[src/rtl/fft_peak_picker.sv]
// Streaming peak picker for FFT source output: computes per-bin power, tracks the
// strongest bin inside [MIN_BIN, MAX_BIN] and reports it (or a frame error) at end of frame.
module fft_peak_picker #(
    parameter int DATA_W  = 16,
    parameter int FFT_PTS = 1024,
    parameter int BIN_W   = 10,
    parameter int MIN_BIN = 1,
    parameter int MAX_BIN = 511
) (
    input  logic                  clk,
    input  logic                  reset_n,
    input  logic                  src_valid,
    input  logic                  src_sop,
    input  logic                  src_eop,
    input  logic [1:0]            src_error,
    input  logic [DATA_W-1:0]     src_real,
    input  logic [DATA_W-1:0]     src_imag,
    output logic                  src_ready,
    input  logic [2*DATA_W-1:0]   threshold,
    output logic                  peak_valid,
    output logic                  peak_found,
    output logic [BIN_W-1:0]      peak_bin,
    output logic [2*DATA_W-1:0]   peak_power,
    output logic                  frame_err
);

    localparam int PW = 2 * DATA_W;
    localparam logic [BIN_W-1:0] LAST_BIN  = BIN_W'(FFT_PTS - 1);
    localparam logic [BIN_W-1:0] MIN_BIN_L = BIN_W'(MIN_BIN);
    localparam logic [BIN_W-1:0] MAX_BIN_L = BIN_W'(MAX_BIN);

    typedef enum logic {
        IDLE,
        FRAME
    } state_t;

    typedef struct packed {
        logic             v;
        logic             clr;
        logic             done;
        logic             err;
        logic [BIN_W-1:0] bin;
        logic [PW-1:0]    thr;
    } tag_t;

    state_t            state_q, state_d;
    logic [BIN_W-1:0]  next_bin_q, next_bin_d;
    logic              bad_q, bad_d;
    logic              src_ready_q, src_ready_d;

    tag_t              tag_d, s0_tag_q, s1_tag_q, s2_tag_q;
    logic [DATA_W-1:0] s0_re_q, s0_re_d, s0_im_q, s0_im_d;
    logic [PW-1:0]     s1_sq_re_q, s1_sq_re_d, s1_sq_im_q, s1_sq_im_d;
    logic [PW-1:0]     s2_pow_q, s2_pow_d;

    logic [PW-1:0]     max_pow_q, max_pow_d;
    logic [BIN_W-1:0]  max_bin_q, max_bin_d;
    logic              peak_valid_q, peak_valid_d;
    logic              peak_found_q, peak_found_d;
    logic [BIN_W-1:0]  peak_bin_q, peak_bin_d;
    logic [PW-1:0]     peak_power_q, peak_power_d;
    logic              frame_err_q, frame_err_d;

    logic              accept;
    logic              bad_now;
    logic signed [PW-1:0] re_ext, im_ext;
    logic [PW-1:0]     cur_pow;
    logic [BIN_W-1:0]  cur_bin;
    logic              in_win;

    assign accept = src_valid && src_ready_q;

    // Frame framing FSM: decides each beat's bin index and whether it ends the frame cleanly.
    always_comb begin
        state_d     = state_q;
        next_bin_d  = next_bin_q;
        bad_d       = bad_q;
        src_ready_d = 1'b1;
        tag_d       = '0;
        tag_d.bin   = next_bin_q;
        tag_d.thr   = threshold;
        bad_now     = bad_q || (src_error != 2'b00);
        if (accept) begin
            if (src_sop) begin
                tag_d.err = (state_q == FRAME);
                tag_d.v   = 1'b1;
                tag_d.clr = 1'b1;
                tag_d.bin = '0;
                bad_now   = (src_error != 2'b00);
            end else if (state_q == FRAME) begin
                tag_d.v = 1'b1;
            end
            if (tag_d.v) begin
                state_d    = FRAME;
                next_bin_d = tag_d.bin + BIN_W'(1);
                bad_d      = bad_now;
                if (src_eop) begin
                    state_d = IDLE;
                    if (tag_d.bin == LAST_BIN && !bad_now) begin
                        tag_d.done = 1'b1;
                    end else begin
                        tag_d.err = 1'b1;
                    end
                end else if (tag_d.bin == LAST_BIN) begin
                    state_d   = IDLE;
                    tag_d.err = 1'b1;
                end
            end
        end
    end

    always_comb begin
        s0_re_d    = src_real;
        s0_im_d    = src_imag;
        re_ext     = {{DATA_W{s0_re_q[DATA_W-1]}}, s0_re_q};
        im_ext     = {{DATA_W{s0_im_q[DATA_W-1]}}, s0_im_q};
        s1_sq_re_d = re_ext * re_ext;
        s1_sq_im_d = im_ext * im_ext;
        s2_pow_d   = s1_sq_re_q + s1_sq_im_q;
    end

    // Running max restarts on the sop beat; strict compare keeps the lowest bin on ties.
    always_comb begin
        cur_pow      = s2_tag_q.clr ? '0 : max_pow_q;
        cur_bin      = s2_tag_q.clr ? MIN_BIN_L : max_bin_q;
        in_win       = (s2_tag_q.bin >= MIN_BIN_L) && (s2_tag_q.bin <= MAX_BIN_L);
        max_pow_d    = max_pow_q;
        max_bin_d    = max_bin_q;
        peak_valid_d = 1'b0;
        frame_err_d  = 1'b0;
        peak_found_d = peak_found_q;
        peak_bin_d   = peak_bin_q;
        peak_power_d = peak_power_q;
        if (s2_tag_q.v) begin
            max_pow_d = cur_pow;
            max_bin_d = cur_bin;
            if (in_win && (s2_pow_q > cur_pow)) begin
                max_pow_d = s2_pow_q;
                max_bin_d = s2_tag_q.bin;
            end
            frame_err_d = s2_tag_q.err;
            if (s2_tag_q.done) begin
                peak_valid_d = 1'b1;
                peak_bin_d   = max_bin_d;
                peak_power_d = max_pow_d;
                peak_found_d = (max_pow_d >= s2_tag_q.thr);
            end
        end
    end

    always_ff @(posedge clk or negedge reset_n) begin
        if (!reset_n) begin
            state_q      <= IDLE;
            next_bin_q   <= '0;
            bad_q        <= 1'b0;
            src_ready_q  <= 1'b0;
            s0_tag_q     <= '0;
            s1_tag_q     <= '0;
            s2_tag_q     <= '0;
            s0_re_q      <= '0;
            s0_im_q      <= '0;
            s1_sq_re_q   <= '0;
            s1_sq_im_q   <= '0;
            s2_pow_q     <= '0;
            max_pow_q    <= '0;
            max_bin_q    <= '0;
            peak_valid_q <= 1'b0;
            peak_found_q <= 1'b0;
            peak_bin_q   <= '0;
            peak_power_q <= '0;
            frame_err_q  <= 1'b0;
        end else begin
            state_q      <= state_d;
            next_bin_q   <= next_bin_d;
            bad_q        <= bad_d;
            src_ready_q  <= src_ready_d;
            s0_tag_q     <= tag_d;
            s1_tag_q     <= s0_tag_q;
            s2_tag_q     <= s1_tag_q;
            s0_re_q      <= s0_re_d;
            s0_im_q      <= s0_im_d;
            s1_sq_re_q   <= s1_sq_re_d;
            s1_sq_im_q   <= s1_sq_im_d;
            s2_pow_q     <= s2_pow_d;
            max_pow_q    <= max_pow_d;
            max_bin_q    <= max_bin_d;
            peak_valid_q <= peak_valid_d;
            peak_found_q <= peak_found_d;
            peak_bin_q   <= peak_bin_d;
            peak_power_q <= peak_power_d;
            frame_err_q  <= frame_err_d;
        end
    end

    assign src_ready  = src_ready_q;
    assign peak_valid = peak_valid_q;
    assign peak_found = peak_found_q;
    assign peak_bin   = peak_bin_q;
    assign peak_power = peak_power_q;
    assign frame_err  = frame_err_q;

endmodule
[config.mk]
export PLATFORM = sky130hd
export DESIGN_NAME = fft_peak_picker
export DESIGN_NICKNAME = d
export VERILOG_FILES = /design/src/rtl/fft_peak_picker.sv
export SDC_FILE = /design/constraint.sdc
export NUM_CORES = 2
export LEC_CHECK = 0
export ABC_CLOCK_PERIOD_IN_PS = 16350
export BUFFER_PORTS_ARGS = -buffer_cell sky130_fd_sc_hd__buf_2
export CAP_MARGIN = 20
export CORE_MARGIN = 8
export CORE_UTILIZATION = 53
export DETAILED_ROUTE_END_ITERATION = 12
export PLACE_DENSITY_LB_ADDON = 0.1
export SYNTH_ARGS = -nofsm -noshare
export SYNTH_HDL_FRONTEND = slang
export SYNTH_SLANG_ARGS = --single-unit
[constraint.sdc]
create_clock -name clk -period 16.35 [get_ports clk]
set_input_delay 0.8175 -clock clk [delete_from_list [all_inputs] [get_ports clk]]
set_output_delay 0.8175 -clock clk [all_outputs]
set_load 0.005 [all_outputs]
==> metrics.txt <==
status finished clean; Num Clock Sinks 364; CP endpoint kind flop; Worst Path Required 16.84 ns; die height 262 µm; commonest non-fill, non-tap cells in the layout inv_1 (712), fa_1 (468), dfrtp_1 (364); count of cell types in the netlist 78; CTS tree yes; crit path time final 7.30 ns; Initial Util 53.2%; Hold Path Class in -> async; final setup vio count 0; CP Class reg -> reg; # DRC 0; Total GRT Usage 20.5%; most common cell after layout, fill and taps aside inv_1; total core area 60000 µm²; row cnt 90; number of global-route vias before repair 22543; # resized after CTS 0; fin crit share 44.7%; largest net degree at the start of global routing 98; final worst slack 9.05 ns; root buf cell clkbuf_16; Inst Count DP 3849; Worst R2R Path Depth 18; max-slew violations 0; fmax 137 MHz; flop2flop setup slack 9.05 ns; non-filler instance count after layout 3926; CP startpoint kind flop; #FFs+latches synth 364; Via density 5.22; Final nets 3925; Final ANT Viol Nets 0; WL/cell 17.0 µm; DRT iter0 DRCs 980; die width 262 µm; pre-CTS WS 9.08 ns; clk_lat worst skew 0.57 ns; post-detail-place hpwl 53100 µm; die area 68400 µm²; WP data arrival 7.79 ns; Crit Reg-Reg Endpoint s1_sq_re_q[31]; Clock Skew 0.0278 ns; first-pass GRT wire length 112000 µm; final WL 66700 µm; RR Startpoint s0_re_q[15]; Slew headroom 40.4%; RSZ-0062 raised after global routing no; Synth Flop Type dfrtp_1; I/O Pins 117; gpl congestion 0.860; total gr overflow 0; Avg Inst Size Synth 10.6 µm²; total of max-cap violations 0; hold-fix buffer count after cts 0; Final TNS setup 0 ns; setup bufs post-CTS 0; Slew @ Worst Pin 0.894 ns; IO Port Bufs 116; fraction of layout cells with a size suffix above 1 8.11%; CP Max Fanout 17; sequential area share after synthesis 28.5%; Num CTS Buffers 42; routed via count 20512; final-report hold violation count 0; EDFF count, synth 0; clk slew on worst S/H paths 0.06 ns; ys async rst share 100%; DRT Pass-1 Iters 5; H-tree depth 2; tightest hold margin 0.306 ns; initial antenna violation count 3; clk buf depth 3; Cells after Synth 3014; Syn Nets 3828; yosys warns 0; cell area after synthesis 32000 µm²; P&R area growth vs syn 8.45%
-- cell usage after synthesis, types with 13 or more instances --
master    instances  share of area, %
clkbuf_1         57              0.67
a22o_1           40               1.1
mux2i_1          42               1.3
xor2_1           25              0.69
o21a_1           13              0.31
fa_1            468                29
a211oi_1         15              0.35
dfrtp_1         364                28
nand2_1         203               2.4
o21ai_0          59              0.92
xnor2_1          93               2.5
and3_1           14              0.27
inv_1           712               8.4
nand4_1          16              0.31
mux2_2           31               1.1
a21oi_1          81               1.3
ha_1            275                11
nor2b_1          27              0.53
nand3_1          25              0.39
a21o_1           43               1.0
and2_1           96               1.9
nand2b_1         42              0.82
nor2_1          121               1.4
nor3_1           20              0.31
-- state kept, by name, indices dropped and copies added, names as in the netlist --
register,count
s0_tag_q,46
s1_tag_q,46
s2_tag_q,46
max_pow_q,32
peak_power,32
s2_pow_q,32
s1_sq_im_q,31
s1_sq_re_q,31
s0_im_q,16
s0_re_q,16
max_bin_q,10
next_bin_q,10
peak_bin,10
bad_q,1
frame_err,1
peak_found,1
peak_valid,1
src_ready,1
state_q,1
-- critical path, cell delays in order, from the launching register on --
cell and delay [ns]:
dfrtp_1 0.66, clkinv_1 0.62, nor2_1 0.39, fa_1 0.60
fa_1 0.90, fa_1 0.54, fa_1 0.51, fa_1 0.49
inv_1 0.05, fa_1 0.47, inv_1 0.04, ha_1 0.36
a21o_1 0.22, a21oi_1 0.19, nand2_1 0.10, o211ai_1 0.29
a31oi_1 0.21, or4_1 0.50, nand3_1 0.09
-- area by class of cell --
type                            instances  area (µm²)
Antenna cell                            1        2.50
Clock buffer                           62        1220
Clock inverter                         14         186
Fill cell                            5200       25400
Inverter                              714        2680
Multi-Input combinational cell       1862       19800
Sequential cell                       364        9110
Tap cell                              782         978
Timing Repair Buffer                  127         673
-- how the worst max path moves through the flow --
stage                            from  slack [ns]              to  cells past startpoint
after floorplan           s0_im_q[15]       10.21  s1_sq_im_q[31]                     21
after global placement    s0_re_q[15]        9.32  s1_sq_re_q[31]                     18
after detailed placement  s0_re_q[15]        9.08  s1_sq_re_q[31]                     18
after CTS                 s0_re_q[15]        9.02  s1_sq_re_q[31]                     18
after global routing      s0_re_q[15]        8.52  s1_sq_re_q[31]                     18
final                     s0_re_q[15]        9.05  s1_sq_re_q[31]                     18
-- stage by stage --
step,cell area (µm²),util [%]
6_report,34700,57.7
5_1_grt,34700,57.7
4_1_cts,34700,57.7
3_5_place_dp,33300,55.4
3_3_place_gp,33300,55.4
2_1_floorplan,32000,-
-- kinds of logic after synthesis --
family	count (synthesis)	synth area share (%)
and+or+nand+nor	590	8.96
DFF	364	28.5
buffers and inverters	788	9.52
adders and majority gates	743	40.1
AOI/OAI and AO/OA	337	7.29
xor gates and xnor gates	118	3.23
other	1	0.0117
muxes	73	2.41
-- metal layers --
layer	wire length, µm	share of wire [%]	vias up	global-route usage [%]
met5	0	0	-	0
met4	1830	2.7	0	5.84
met3	2880	4.3	110	3.00
met2	34400	52	384	36.7
met1	27600	41	10492	25.8
li1	-	-	9526	-
Power is left out: the tool's default activity adds up to more than one toggle a clock period on the data nets, which glitch-free logic cannot reach.
